`config.mk`:
```
export PLATFORM = sky130hd
export DESIGN_NAME = i2c_master_ctrl
export DESIGN_NICKNAME = d
export VERILOG_FILES = /design/src/rtl/i2c_master_ctrl.sv
export SDC_FILE = /design/constraint.sdc
export NUM_CORES = 1
export LEC_CHECK = 0
export CAP_MARGIN = 20
export CORE_MARGIN = 2
export CORE_UTILIZATION = 49
export CTS_CLUSTER_DIAMETER = 200
export DETAILED_ROUTE_END_ITERATION = 8
export GPL_ROUTABILITY_DRIVEN = 0
export GPL_TIMING_DRIVEN = 0
export HOLD_SLACK_MARGIN = 0.08
export PLACE_DENSITY = 0.76
export SLEW_MARGIN = 20
export SYNTH_ARGS = -nofsm -noshare
export SYNTH_HDL_FRONTEND = slang
export SYNTH_SLANG_ARGS = --single-unit
export TNS_END_PERCENT = 10
```
`constraint.sdc`:
```
create_clock -name clk -period 4.79 [get_ports clk]
set_input_delay 1.437 -clock clk [delete_from_list [all_inputs] [get_ports clk]]
set_output_delay 1.437 -clock clk [all_outputs]
set_load 0.02 [all_outputs]
```
`src/rtl/i2c_master_ctrl.sv`:
```
// Byte-level I2C master sequencer: START / WRITE / READ / STOP commands, SCL built from
// quarter-period timing, slave clock stretching honoured, one response per command.
module i2c_master_ctrl #(
  parameter int CLK_DIV = 250
) (
  input  logic       clk,
  input  logic       rst,
  input  logic       cmd_valid,
  output logic       cmd_ready,
  input  logic [1:0] cmd_op,
  input  logic [7:0] cmd_data,
  input  logic       cmd_ack,
  output logic       rsp_valid,
  output logic [7:0] rsp_data,
  output logic       rsp_nack,
  output logic       rsp_err,
  output logic       busy,
  output logic       scl_out,
  output logic       sda_out,
  output logic       scl_oe,
  output logic       sda_oe,
  input  logic       scl_in,
  input  logic       sda_in,
  output logic [2:0] dbg_state
);

  // Handshake: a command transfers on a cycle with cmd_valid && cmd_ready (ready only in
  // IDLE); rsp_valid is a one-cycle pulse with no back-pressure, exactly one per command.

  localparam int CW = (CLK_DIV > 1) ? $clog2(CLK_DIV) : 1;
  localparam logic [CW-1:0] Q_LAST = CW'(CLK_DIV - 1);

  localparam logic [1:0] OP_START = 2'd0;
  localparam logic [1:0] OP_WRITE = 2'd1;
  localparam logic [1:0] OP_READ  = 2'd2;
  localparam logic [1:0] OP_STOP  = 2'd3;

  typedef enum logic [2:0] {
    S_IDLE  = 3'd0,
    S_START = 3'd1,
    S_WBIT  = 3'd2,
    S_RBIT  = 3'd3,
    S_ACKB  = 3'd4,
    S_STOP  = 3'd5,
    S_RESP  = 3'd6
  } state_t;

  state_t          r_state;
  state_t          w_state_nxt;
  logic [1:0]      r_q;
  logic [CW-1:0]   r_qcnt;
  logic [2:0]      r_bit;
  logic [1:0]      r_op;
  logic [7:0]      r_tx;
  logic [7:0]      r_rx;
  logic            r_ack;
  logic            r_nack_smp;
  logic            r_busy;
  logic [7:0]      r_rsp_data;
  logic            r_rsp_nack;
  logic            r_rsp_err;

  logic            w_active;
  logic            w_accept;
  logic            w_legal;
  logic            w_stall;
  logic            w_q_end;
  logic            w_last_q;
  logic            w_scl_oe;
  logic            w_sda_oe;

  assign w_active = (r_state == S_START) || (r_state == S_WBIT) || (r_state == S_RBIT) ||
                    (r_state == S_ACKB)  || (r_state == S_STOP);
  assign w_accept = (r_state == S_IDLE) && cmd_valid;
  assign w_legal  = (cmd_op == OP_START) || r_busy;
  // A released SCL still read low means a slave is stretching: freeze the quarter timer.
  assign w_stall  = w_active && !w_scl_oe && !scl_in;
  assign w_q_end  = w_active && (r_qcnt == '0) && !w_stall;
  assign w_last_q = w_q_end && (r_q == 2'd3);

  always_ff @(posedge clk) begin
    if (rst) begin
      r_state <= S_IDLE;
    end else begin
      r_state <= w_state_nxt;
    end
  end

  always_comb begin
    w_state_nxt = r_state;
    case (r_state)
      S_IDLE: begin
        if (cmd_valid) begin
          if (!w_legal) begin
            w_state_nxt = S_RESP;
          end else begin
            case (cmd_op)
              OP_START: w_state_nxt = S_START;
              OP_WRITE: w_state_nxt = S_WBIT;
              OP_READ:  w_state_nxt = S_RBIT;
              default:  w_state_nxt = S_STOP;
            endcase
          end
        end
      end
      S_START, S_STOP, S_ACKB: begin
        if (w_last_q) w_state_nxt = S_RESP;
      end
      S_WBIT, S_RBIT: begin
        if (w_last_q && (r_bit == 3'd7)) w_state_nxt = S_ACKB;
      end
      S_RESP:  w_state_nxt = S_IDLE;
      default: w_state_nxt = S_IDLE;
    endcase
  end

  // Line drive per state and quarter; SCL stays held low between commands while the bus is owned.
  always_comb begin
    w_scl_oe = 1'b0;
    w_sda_oe = 1'b0;
    case (r_state)
      S_IDLE, S_RESP: begin
        w_scl_oe = r_busy;
      end
      S_START: begin
        case (r_q)
          2'd0:    w_scl_oe = r_busy;
          2'd1:    w_scl_oe = 1'b0;
          2'd2:    w_sda_oe = 1'b1;
          default: begin
            w_scl_oe = 1'b1;
            w_sda_oe = 1'b1;
          end
        endcase
      end
      S_WBIT: begin
        w_scl_oe = (r_q == 2'd0) || (r_q == 2'd3);
        w_sda_oe = ~r_tx[7];
      end
      S_RBIT: begin
        w_scl_oe = (r_q == 2'd0) || (r_q == 2'd3);
      end
      S_ACKB: begin
        w_scl_oe = (r_q == 2'd0) || (r_q == 2'd3);
        w_sda_oe = (r_op == OP_READ) && r_ack;
      end
      S_STOP: begin
        w_scl_oe = (r_q == 2'd0);
        w_sda_oe = (r_q == 2'd0) || (r_q == 2'd1);
      end
      default: begin
        w_scl_oe = 1'b0;
        w_sda_oe = 1'b0;
      end
    endcase
  end

  always_ff @(posedge clk) begin
    if (rst) begin
      r_q        <= 2'd0;
      r_qcnt     <= Q_LAST;
      r_bit      <= 3'd0;
      r_op       <= OP_START;
      r_tx       <= 8'h00;
      r_rx       <= 8'h00;
      r_ack      <= 1'b0;
      r_nack_smp <= 1'b0;
      r_busy     <= 1'b0;
      r_rsp_data <= 8'h00;
      r_rsp_nack <= 1'b0;
      r_rsp_err  <= 1'b0;
    end else if (w_accept) begin
      r_op       <= cmd_op;
      r_tx       <= cmd_data;
      r_ack      <= cmd_ack;
      r_q        <= 2'd0;
      r_qcnt     <= Q_LAST;
      r_bit      <= 3'd0;
      r_rx       <= 8'h00;
      r_nack_smp <= 1'b0;
      if (!w_legal) begin
        r_rsp_data <= 8'h00;
        r_rsp_nack <= 1'b0;
        r_rsp_err  <= 1'b1;
      end
    end else if (w_active && !w_stall) begin
      if (r_qcnt != '0) begin
        r_qcnt <= r_qcnt - CW'(1);
      end else begin
        r_qcnt <= Q_LAST;
        r_q    <= r_q + 2'd1;
        // SDA is sampled on the final cycle of Q2, just before SCL is pulled low again.
        if (r_q == 2'd2) begin
          if (r_state == S_RBIT) r_rx <= {r_rx[6:0], sda_in};
          if (r_state == S_ACKB) r_nack_smp <= sda_in;
        end
        if (r_q == 2'd3) begin
          if ((r_state == S_WBIT) || (r_state == S_RBIT)) begin
            r_bit <= r_bit + 3'd1;
            r_tx  <= {r_tx[6:0], 1'b0};
          end
          if (r_state == S_START) r_busy <= 1'b1;
          if (r_state == S_STOP)  r_busy <= 1'b0;
          if ((r_state == S_START) || (r_state == S_STOP) || (r_state == S_ACKB)) begin
            r_rsp_err  <= 1'b0;
            r_rsp_data <= (r_op == OP_READ)  ? r_rx : 8'h00;
            r_rsp_nack <= (r_op == OP_WRITE) ? r_nack_smp : 1'b0;
          end
        end
      end
    end
  end

  assign cmd_ready = (r_state == S_IDLE);
  assign rsp_valid = (r_state == S_RESP);
  assign rsp_data  = r_rsp_data;
  assign rsp_nack  = r_rsp_nack;
  assign rsp_err   = r_rsp_err;
  assign busy      = r_busy;
  assign scl_out   = 1'b0;
  assign sda_out   = 1'b0;
  assign scl_oe    = w_scl_oe;
  assign sda_oe    = w_sda_oe;
  assign dbg_state = r_state;

endmodule

```
# Word level (Yosys, flattened, before mapping)
# Cells that the tools add are included.
# classes
add_sub_neg,3
n_eq_ne,19
muxes,38
bitwise_logic,3
reduce_logical,47
# ops
operator,n
8-bit 2-to-1 mux,13
3-bit one-hot mux with 3 select lines,2
1-bit 2-to-1 mux,16
4-bit AND reduction,4
3-bit equality test (second input constant),4
3-bit 2-to-1 mux,4
1-bit logical OR,10
2-bit inequality test (second input constant),5
5-bit AND reduction,2
2-bit nonzero test,5
2-bit OR reduction,5
1-bit logical AND,9
2-bit equality test (second input constant),4
8-bit zero test,1
1-bit one-hot mux with 4 select lines,2
8-bit nonzero test,1
8-bit by 1-bit subtractor with 8-bit output (second input constant),1
2-bit by 1-bit equality test with 1-bit output (second input constant),3
3-bit by 2-bit equality test with 1-bit output (second input constant),2
3-bit OR reduction,2
2-bit zero test,2
3-bit by 1-bit adder with 3-bit output (second input constant),1
3-bit by 1-bit equality test with 1-bit output (second input constant),1
1-bit zero test,3
other kinds (6),8
# totals
reg_bits,47
in_bits,16
output_inout_bits,20
wordCells,123

# Depth between registers and ports, before layout
# Gate-level depths: netlist of run 1.
# logic_depth
depth_word,13
depth_mapped,10
ltp_nobuf,7

# Worst setup path after synthesis of run 1
# Ideal clock, no wire load.
# synth_timing
path_type,reg-to-output
start,"register r_state[2], in the netlist dbg_state[2]"
end,output sda_oe
arrival_time_ps,1664
t_required_ps,3353
setup_slack_ps,1689
stages_incl_launch_ff,7
n_path_buf,2
path_cell_list,dfxtp_1 > buf_2 > clkbuf_1 > nand2_1 > nor3_1 > a21oi_1 > o21ai_0
# synth_via
elab_chain_len,2
elab_cells_between_ends,5
cone_classes,4 x eq/ne; 1 x mux
# synth_lines
item,line,text
start: declaration,48,state_t r_state;
start signal: assignment,85,r_state <= w_state_nxt;
3-bit equality test (tied with other cells),121,case (r_state)
1-bit one-hot mux with 4 select lines (*),121,
end: declaration,21,"output logic sda_oe,"
# Every way passes the cells marked *; elsewhere a longest branch is shown, timed or not.

# Final worst setup path of run 1
# layout_timing
start,"register r_state[1], in the netlist dbg_state[1]"
end,output sda_oe
# Same word-level chain as after synthesis.

==> results of run 1 <==
## cells in the final DEF, fill, tap and decap left out, types with 13 or more instances in the layout
cell type,n
a21oi_1,16
clkdlybuf4s50_1,33
dfxtp_1,47
mux2i_1,14
nand2_1,43
nand3_1,14
nor2_1,23
nor3_1,13
o21ai_0,16
## tightest hold or removal path: stages, from the launching register on
cell and delay, ns:
dfxtp_1 0.32, nand2_1 0.05, mux2i_1 0.05
## kinds of logic after synthesis
kind of cell	share of synthesized area, %
buffers and inverters	5.60
adder cells (fa/ha/maj)	5.04
XOR/XNOR	2.12
AND/OR/NAND/NOR	27.3
multiplexers	6.56
flip-flops	37.9
AO/OA/AOI/OAI	15.3
other	0.151
## worst paths after layout
path | startpoint | cells past startpoint | slack [ns] | to
min | rsp_data[2]$_SDFFE_PP0P_ | 2 | 0.46 | rsp_data[2]$_SDFFE_PP0P_
min reg2reg | rsp_data[2]$_SDFFE_PP0P_ | 2 | 0.46 | rsp_data[2]$_SDFFE_PP0P_
max | dbg_state[1]$_SDFFE_PP0P_ | 4 | 0.71 | sda_oe
max reg2reg | r_q[0]$_SDFFE_PP0P_ | 9 | 2.13 | r_tx[0]$_SDFFE_PP0P_
## registers in the layout, summed over array words and instances, names as in the netlist, 2 cells and up
register,count
r_tx,8
r_qcnt,8
r_bit,3
rsp_data,8
r_q,2
r_rx,8
r_op,2
dbg_state,3
## final cells by class
| class | count | area, um^2 |
|---|---|---|
| repair buffers | 33 | 330 |
| inverters | 10 | 37.5 |
| plain buffers | 18 | 101 |
| clock buffers | 5 | 68.8 |
| flip-flops and latches | 47 | 941 |
| multi-input cells | 218 | 1410 |
| fillers | 444 | 1840 |
| clock inverters | 2 | 13.8 |
| well taps | 67 | 83.8 |
## layer usage
layer,up-vias,track usage (%),part of all wire (%)
li1,1104,-,-
met1,982,28.2,48
met2,38,32.8,47
met3,5,4.02,3.5
met4,0,5.65,0.96
met5,-,0,0
## power by group
part,total [W],switching [W],internal (W),leakage (nW)
Sequential,0.000479,0.0000394,0.000440,0.382
Clock,0.000237,0.000137,0.000100,0.0440
Combinational,0.000554,0.000327,0.000227,0.744
Total,0.00127,0.000503,0.000767,1.17
## per-stage QoR
stage	utilization (%)	std cells	hold WS, ns	setup WS, ns
floorplan	-	293	0.435	1.69
global placement	60.2	393	0.445	1.09
detailed placement	60.2	393	0.451	1.09
CTS	61.9	400	0.464	0.716
global route	61.9	400	0.481	0.604
finish	61.9	400	0.459	0.711
==> results.json, run 1 <==
{
  "status": "completed",
  "cts-hold-fix-buffers": 0,
  "die_w_um": 75.2,
  "yosysWarnings": 0,
  "fmax_mhz": 245,
  "period_needed_ns": 4.08,
  "setup-violations-final": 0,
  "hold_path.class": "flop to flop",
  "drc": 0,
  "root_buffer": "clkbuf_8",
  "detail-route-antenna-nets": 0,
  "first_global_vias": 1932,
  "cp_slowest_stage_delay_ns": 0.66,
  "grt-ovfl-total": 0,
  "io_pins": 36,
  "antenna_found_initial": 0,
  "ys_ff_latch": 47,
  "rsz0062_at_grt": "no",
  "drt_iter0_markers": 146,
  "placedInstanceArea_mm2": 0.00290,
  "cts_tree": "built",
  "critPathLaunchType": "flop",
  "cap_violations": 0,
  "slowest_stage": "clkdlybuf4s50_1",
  "peakVddDrop_v": 0.000243,
  "htreeDepth": 2,
  "io_buffers": 33,
  "tns_ns": 0,
  "p_leak_nw": 1.17,
  "endpoint_kind": "primary output",
  "path_max_fanout": 10,
  "postLayoutCellArea_mm2": 0.00298,
  "period_share_pct": 85.2,
  "synthToLayoutAreaGrowth_pct": 20.2,
  "worstPathArrival_ns": 2.64,
  "clock_path_buffers": 2,
  "wl_per_cell_um": 13.2,
  "route.vias.total": 2129,
  "critical_path_class": "flop to primary output",
  "cts_setup_buffers": 0,
  "clk_pin_slew_ns": 0.09,
  "grt_pass1_wl_um": 8900,
  "numClockSinks": 47,
  "avgSynthCellArea_um2": 8.50,
  "initial_utilization_pct": 51.5,
  "netlist_instances": 292,
  "worst-path-buf-inv": 2,
  "crit_chain": "clkbuf_1 > or4b_2 > o21ai_0 > clkdlybuf4s50_1",
  "grt_max_degree": 15,
  "synth_top_cell_area_share_pct": 37.9,
  "dp_hpwl_um": 3950,
  "netlist_area_mm2": 0.00248,
  "grt_usage_pct": 20.5,
  "hold_violations": 0,
  "die_y_um": 75.2,
  "die_area_mm2": 0.00565,
  "crit_required_ns": 3.35,
  "drive_gt1_share_pct": 9.91,
  "yosysMostFrequentCell": "dfxtp_1",
  "synth_area_leaders": "dfxtp_1 (38%), nand2_1 (6.5%), mux2i_1 (5.6%)",
  "power_density_mw_per_mm2": 426,
  "skew_ns": 0.00668,
  "cts_resized": 0,
  "vias_per_cell": 5.32,
  "async_reset_ff_share_pct": 0,
  "yosys.area.top_type": "dfxtp_1",
  "nets": 359,
  "crit_family": "buffers and inverters",
  "diodes": 0,
  "row_count": 25,
  "finalMaxSlewViolations": 0,
  "p_total_w": 0.00127,
  "numCtsBuffers": 5,
  "synth-main-ff-cell": "dfxtp_1",
  "synth_top_cells_by_count": "dfxtp_1 (47), nand2_1 (43), nor2_1 (23)",
  "clock_latency_ns": 0.31,
  "ys_seq_area_share_pct": 37.9,
  "synth_edf_count": 0,
  "slew_headroom_pct": 55.8,
  "drt-pass1-iter-count": 4,
  "tightest_slew_ns": 0.663,
  "coreArea_mm2": 0.00482,
  "synth_cell_types": 48,
  "routed_wl_um": 5300
}
Note: power is estimated with default switching activity, not from simulation.
==> run 2: changes to the inputs <==
- clock period: 4.79 -> 4.9 ns (I/O delays scaled with it)
==> results of run 2 <==
Same layout as run 1 (identical final DEF). Status: completed.
Main changes from that run: setup slack after placement 1.09 ns -> 1.17 ns; setup slack after layout 0.711 ns -> 0.788 ns; register-to-register setup slack 2.13 ns -> 2.24 ns; total power 0.00127 W -> 0.00124 W; worst IR drop on VDD 0.000243 V -> 0.000238 V
==> run 3: changes to the inputs <==
- clock period: 4.9 -> 4 ns (I/O delays scaled with it)
==> results of run 3 <==
Same layout as run 1 (identical final DEF). Status: completed.
Main changes from that run: setup slack after placement 1.09 ns -> 0.535 ns; setup slack after layout 0.711 ns -> 0.158 ns; register-to-register setup slack 2.13 ns -> 1.34 ns; total power 0.00127 W -> 0.00152 W; worst IR drop on VDD 0.000243 V -> 0.000291 V
